[config.mk]
export PLATFORM = sky130hd
export DESIGN_NAME = lte_ul_ant_demux
export DESIGN_NICKNAME = d
export VERILOG_FILES = /design/src/rtl/lte_ul_pkg.sv /design/src/rtl/lte_ul_sync_fifo.sv /design/src/rtl/lte_ul_ant_demux.sv
export SDC_FILE = /design/constraint.sdc
export NUM_CORES = 1
export LEC_CHECK = 0
export ABC_AREA = 1
export CAP_MARGIN = 30
export CELL_PAD_IN_SITES_DETAIL_PLACEMENT = 0
export CELL_PAD_IN_SITES_GLOBAL_PLACEMENT = 2
export CORE_MARGIN = 10
export CORE_UTILIZATION = 44
export DETAILED_ROUTE_END_ITERATION = 8
export PLACE_DENSITY = 0.91
export SYNTH_ARGS = -nofsm -noshare
export SYNTH_HDL_FRONTEND = slang
export SYNTH_HIERARCHICAL = 1
export SYNTH_SLANG_ARGS = --single-unit
[constraint.sdc]
create_clock -name clk -period 4.4 [get_ports clk]
set_input_delay 1.32 -clock clk [delete_from_list [all_inputs] [get_ports clk]]
set_output_delay 1.32 -clock clk [all_outputs]
set_load 0.1 [all_outputs]
[src/rtl/lte_ul_pkg.sv]
// lte_ul_pkg: shared constants, tagged word type and mask helper for the uplink antenna demux
package lte_ul_pkg;
  localparam int ANT_NUM = 8;
  localparam int SLOT_W = 3;
  typedef struct packed {
    logic sof;
    logic last;
    logic [SLOT_W-1:0] ant_id;
    logic [31:0] data;
  } ul_ant_word_t;
  function automatic logic [SLOT_W-1:0] hi_bit_idx(input logic [ANT_NUM-1:0] mask);
    hi_bit_idx = '0;
    for (int i = 0; i < ANT_NUM; i++) if (mask[i]) hi_bit_idx = SLOT_W'(i);
  endfunction
endpackage

[src/rtl/lte_ul_sync_fifo.sv]
// lte_ul_sync_fifo: single-clock show-ahead FIFO with full/empty and occupancy count
module lte_ul_sync_fifo #(
  parameter int W = 37,
  parameter int DEPTH = 16
) (
  input  logic                     clk,
  input  logic                     asy_rst_n,
  input  logic                     i_wr,
  input  logic [W-1:0]             i_wdata,
  input  logic                     i_rd,
  output logic [W-1:0]             o_rdata,
  output logic                     o_full,
  output logic                     o_empty,
  output logic [$clog2(DEPTH):0]   o_cnt
);
  localparam int AW = $clog2(DEPTH);
  logic [W-1:0] mem_q [DEPTH];
  logic [AW-1:0] wptr_q, wptr_d, rptr_q, rptr_d;
  logic [AW:0] cnt_q, cnt_d;
  logic wr_ok, rd_ok;
  assign o_full = cnt_q == (AW+1)'(DEPTH);
  assign o_empty = cnt_q == '0;
  assign o_cnt = cnt_q;
  assign o_rdata = mem_q[rptr_q];
  // full is judged on the start-of-cycle occupancy, so a same-cycle pop never rescues a write
  always_comb begin
    wr_ok = i_wr & ~o_full;
    rd_ok = i_rd & ~o_empty;
    wptr_d = wptr_q + AW'(wr_ok);
    rptr_d = rptr_q + AW'(rd_ok);
    cnt_d = cnt_q + (AW+1)'(wr_ok) - (AW+1)'(rd_ok);
  end
  // storage array carries no reset; emptiness is tracked by the pointers
  always_ff @(posedge clk) begin
    if (wr_ok) mem_q[wptr_q] <= i_wdata;
  end
  // pointer and occupancy state
  always_ff @(posedge clk or negedge asy_rst_n) begin
    if (!asy_rst_n) begin
      wptr_q <= '0;
      rptr_q <= '0;
      cnt_q <= '0;
    end else begin
      wptr_q <= wptr_d;
      rptr_q <= rptr_d;
      cnt_q <= cnt_d;
    end
  end
endmodule

[src/rtl/lte_ul_ant_demux.sv]
// lte_ul_ant_demux: drops disabled antenna slots from the 8-slot TDM stream, tags and buffers the rest
module lte_ul_ant_demux
  import lte_ul_pkg::*;
#(
  parameter int FIFO_DEPTH = 16,
  parameter int GCNT_W = 16
) (
  input  logic                clk,
  input  logic                asy_rst_n,
  input  logic                i_fram_hd,
  input  logic                i_ant8_sel,
  input  logic [31:0]         i_data,
  input  logic                i_data_valid,
  input  logic [ANT_NUM-1:0]  i_ant_en,
  input  logic                i_clr,
  output logic [31:0]         o_data,
  output logic [SLOT_W-1:0]   o_ant_id,
  output logic                o_sof,
  output logic                o_last,
  output logic                o_valid,
  input  logic                i_ready,
  output logic [GCNT_W-1:0]   o_grp_cnt,
  output logic                o_align_err,
  output logic                o_ovf
);
  logic [SLOT_W-1:0] slot_q, slot_d, exp_slot;
  logic [ANT_NUM-1:0] mask_q, mask_d;
  logic [GCNT_W-1:0] gcnt_q, gcnt_d, grp_cnt_q, grp_cnt_d;
  logic sel_seen_q, sel_seen_d, pend_q, pend_d, arm_q, arm_d;
  logic align_q, align_d, ovf_q, ovf_d, s1_vld_q, s1_vld_d;
  logic slot0, hd, fwd, sof, pend_eff, arm_eff, fifo_full, fifo_empty;
  ul_ant_word_t s1_q, s1_d, fifo_rdata, head;
  logic [$clog2(FIFO_DEPTH):0] fifo_cnt;
  // slot tracking, mask latch, SOF arming, group count and sticky flags for one valid beat
  always_comb begin
    exp_slot = slot_q + 1'b1;
    slot_d = !i_data_valid ? slot_q : i_ant8_sel ? '0 : exp_slot;
    slot0 = i_data_valid && slot_d == '0;
    hd = i_data_valid & i_fram_hd;
    mask_d = slot0 ? i_ant_en : mask_q;
    fwd = i_data_valid && mask_d[slot_d];
    sel_seen_d = sel_seen_q | (i_data_valid & i_ant8_sel);
    pend_eff = pend_q | hd;
    arm_eff = arm_q | (slot0 & pend_eff);
    sof = fwd & arm_eff;
    pend_d = slot0 ? 1'b0 : pend_eff;
    arm_d = arm_eff & ~sof;
    grp_cnt_d = hd ? gcnt_q : grp_cnt_q;
    gcnt_d = hd ? (slot0 ? GCNT_W'(1) : '0) : !slot0 ? gcnt_q : &gcnt_q ? gcnt_q : gcnt_q + 1'b1;
    align_d = (i_data_valid && (i_ant8_sel ? (sel_seen_q && exp_slot != '0) : exp_slot == '0))
              | (align_q & ~i_clr);
    ovf_d = (s1_vld_q & fifo_full) | (ovf_q & ~i_clr);
    s1_vld_d = fwd;
    s1_d = '{sof: sof, last: slot_d == hi_bit_idx(mask_d), ant_id: slot_d, data: i_data};
  end
  // stage-1 register: state plus the tagged word heading into the FIFO
  always_ff @(posedge clk or negedge asy_rst_n) begin
    if (!asy_rst_n) begin
      slot_q <= '1;
      mask_q <= '0;
      gcnt_q <= '0;
      grp_cnt_q <= '0;
      sel_seen_q <= 1'b0;
      pend_q <= 1'b0;
      arm_q <= 1'b0;
      align_q <= 1'b0;
      ovf_q <= 1'b0;
      s1_vld_q <= 1'b0;
      s1_q <= '0;
    end else begin
      slot_q <= slot_d;
      mask_q <= mask_d;
      gcnt_q <= gcnt_d;
      grp_cnt_q <= grp_cnt_d;
      sel_seen_q <= sel_seen_d;
      pend_q <= pend_d;
      arm_q <= arm_d;
      align_q <= align_d;
      ovf_q <= ovf_d;
      s1_vld_q <= s1_vld_d;
      s1_q <= s1_d;
    end
  end
  lte_ul_sync_fifo #(.W($bits(ul_ant_word_t)), .DEPTH(FIFO_DEPTH)) u_fifo (
    .clk(clk),
    .asy_rst_n(asy_rst_n),
    .i_wr(s1_vld_q),
    .i_wdata(s1_q),
    .i_rd(o_valid & i_ready),
    .o_rdata(fifo_rdata),
    .o_full(fifo_full),
    .o_empty(fifo_empty),
    .o_cnt(fifo_cnt)
  );
  // head fields read as zero while the FIFO holds nothing
  always_comb begin
    head = fifo_empty ? '0 : fifo_rdata;
  end
  assign o_valid = fifo_cnt != '0;
  assign o_data = head.data;
  assign o_ant_id = head.ant_id;
  assign o_sof = head.sof;
  assign o_last = head.last;
  assign o_grp_cnt = grp_cnt_q;
  assign o_align_err = align_q;
  assign o_ovf = ovf_q;
endmodule

==> impl_metrics.yaml <==
status:
  outcome: "finished, final reports clean"
synth:
  synth_warnings: 6
  syn_nets: 2873
  synth.avg_cell_area_sq_um: 10.4
  syn_inst: 2812
  synth_area_leaders: "edfxtp_1 (61%), nand2_1 (13%), dfrtp_1 (8.2%)"
  synthTopCellsByCount: "nand2_1 (1030), edfxtp_1 (592), inv_1 (315)"
  synth_top_area_share_pct: 61.0
  synth_area_leader_cell: "edfxtp_1"
  synth_cell_type_count: 40
  synth_edf_count: 592
  synth-async-reset-ratio_pct: 14.3
  post-synth-top-count-cell: "nand2_1"
  synth_seq_area_share_pct: 69.5
  synth_ff_type: "edfxtp_1"
  syn_area_sq_um: 29100
  synth-seq-cells: 691
worst_setup_path:
  critical_path.top_delay_family: "buffers and inverters"
  required_ns: 3.08
  start_kind: "register"
  arrival_ns: 2.86
  slowest_stage: "dfrtp_4"
  critPathMaxStageDelay_ns: 0.53
  critPathBufInv: 4
  cp-end-kind: "output pin"
  worstSetupPathType: "register to output pin"
  critPathMaxFanout: 70
  path_cells: "inv_6 -> buf_12 -> nand2_1 -> nand3_1 -> nand2_1 -> nor2_1 -> nand2_1 -> nand2_1 -> inv_1 -> nor2_1 -> buf_12"
  crit_path_frequent_cell: "nand2_1"
final_layout:
  syn_to_final_growth_pct: 16.9
  drive_above_1_share_pct: 8.06
  fillCellCount: 5631
  antenna_cells: 0
  finish.instance_area_sq_um: 34100
  seqCellArea_sq_um: 20300
  nets: 2977
  multiInputGateArea_sq_um: 7120
die:
  start_util_pct: 44.3
  rows: 94
  ioPinCount: 103
  core_sq_um: 65700
  die_w_um: 277
  dieHeight_um: 277
  die_area_sq_um: 76900
clock_network:
  cts.clk_slew.worst_paths_ns: 0.06
  cts-buffers-inserted: 76
  ctsRootBufferMaster: "clkbuf_16"
  cts_setup_buffers: 0
  clock_sinks: 691
  cts_resized: 0
  holdBufCountCts: 0
  cts.path.max_buffers: 3
  cts_tree: "done"
  htreeDepth: 3
  insertion_delay_ns: 0.61
grt:
  grt_antenna_before_repair: 1
  grt_pass1_vias: 18900
  grt_pass1_wl_mm: 111
  grt-ovfl-total: 0
  grt_max_degree: 197
  track_usage_pct: 18.6
route:
  routedWlPerCell_um: 18.9
  drt_first_pass_iters: 5
  dr.first_iter.drc_count: 1450
  drc: 0
  vias: 19300
  routed_wl_mm: 72.6
  via_per_inst: 5.03
  ant_nets: 0
placed_design:
  place_hpwl_mm: 39.4
  io_buffers: 102
  dpl-instance-area_sq_um: 31600
  place.gp.congestion: 0.790
timing:
  final.min_clock_period_ns: 4.18
  worst-slew-pin-transition_ns: 0.996
  max_freq_mhz: 239
  hold_viol_final: 0
  clock_skew_ns: 0.0227
  relSlewSlack_pct: 33.4
  fin_crit_sh_pct: 95.0
  setup_viol: 0
  rsz0062_at_grt: "no"
  setup-tns-final_ns: 0
  timing.final.max_slew_violations: 0
job:
  drv_cap: 0
pwr:
  ir_drop_v: 0.000860
  p_leak_nw: 14.2
  finalPower_mw: 25.5
  power.density_nw_per_um2: 749
worst_hold_path:
  hold_class: "register to register"
[area by class of cell]
cell class	count	area share, %
repair buffers	151	5.85
well taps	864	3.17
clock buffers	109	6.13
flip-flops and latches	691	59.5
multi-input cells	1674	20.9
inverters	322	3.57
clock inverters	30	0.856
[sequential cells by signal (all words and copies together), names as in the netlist, 3 cells and up]
| name | flops |
|---|---|
| s1_q | 37 |
| slot_q | 3 |
| u_fifo/wptr_q | 4 |
| u_fifo/mem_q | 592 |
| mask_q | 8 |
| o_grp_cnt | 16 |
| u_fifo/o_cnt | 5 |
| gcnt_q | 16 |
| u_fifo/rptr_q | 4 |
[placed cells by master, fill, tap and decap left out, drive strengths merged, types with 3 or more instances in the layout]
| master | count |
|---|---|
| dfstp | 3 |
| nor3 | 7 |
| buf | 87 |
| a21oi | 15 |
| nand3 | 240 |
| clkbuf | 109 |
| xor2 | 10 |
| bufinv | 5 |
| clkdlybuf4s50 | 64 |
| o31ai | 5 |
| nand2 | 1036 |
| inv | 326 |
| edfxtp | 592 |
| ha | 13 |
| clkinv | 20 |
| o21ai | 28 |
| nand4 | 4 |
| dfrtp | 96 |
| nor2 | 305 |
[per-layer routing]
layer  global-route usage, %  routed length (um)
met3                    3.25                4250
met1                    23.8               30900
met2                    31.5               35600
met5                       0                   0
met4                    6.24                1770
[through the flow]
step / hold WS (ns) / std cells / util [%] / worst slack, ns
after floorplan: 0.444 / 2812 / - / 0.605
after global placement: 0.461 / 3700 / 48.1 / 0.672
after detailed placement: 0.469 / 3700 / 48.1 / 0.585
after CTS: 0.484 / 3839 / 51.7 / 0.0860
after global routing: 0.511 / 3841 / 51.8 / 0.0158
final: 0.480 / 3841 / 51.8 / 0.220
[cell families after synthesis]
logic type,after synthesis,synth area share (%)
buffers and inverters,447,6.46
DFF,691,69.5
xor gates and xnor gates,11,0.331
adders and majority gates,14,0.627
and+or+nand+nor,1595,21.9
AOI/OAI and AO/OA,54,1.09
[worst min-delay path: stages, from the launching register on]
cell	delay [ns]
dfrtp_1	0.34
nand2_1	0.05
nand2_1	0.05
[worst paths after layout]
check | start | to | slack, ns | cells after the start
hold / removal | o_grp_cnt[10] | o_grp_cnt[10] | 0.48 | 2
min in group asynchronous | asy_rst_n | s1_q[28] | 0.58 | 1
hold reg to reg | o_grp_cnt[10] | o_grp_cnt[10] | 0.48 | 2
max in group asynchronous | asy_rst_n | gcnt_q[5] | 2.90 | 3
setup / recovery | u_fifo/rptr_q[0] | o_last | 0.22 | 11
setup reg to reg | u_fifo/o_cnt[2] | u_fifo/mem_q[9][22] | 1.44 | 8
[where the power goes]
part | leakage (nW) | internal (mW) | total, mW | switching, mW
logic | 6.44 | 3.33 | 11.3 | 7.97
registers | 6.58 | 7.72 | 8.09 | 0.364
clock network | 1.16 | 3.60 | 6.11 | 2.51
total | 14.2 | 14.7 | 25.5 | 10.8
No activity file was read; power rests on OpenSTA's default activity.
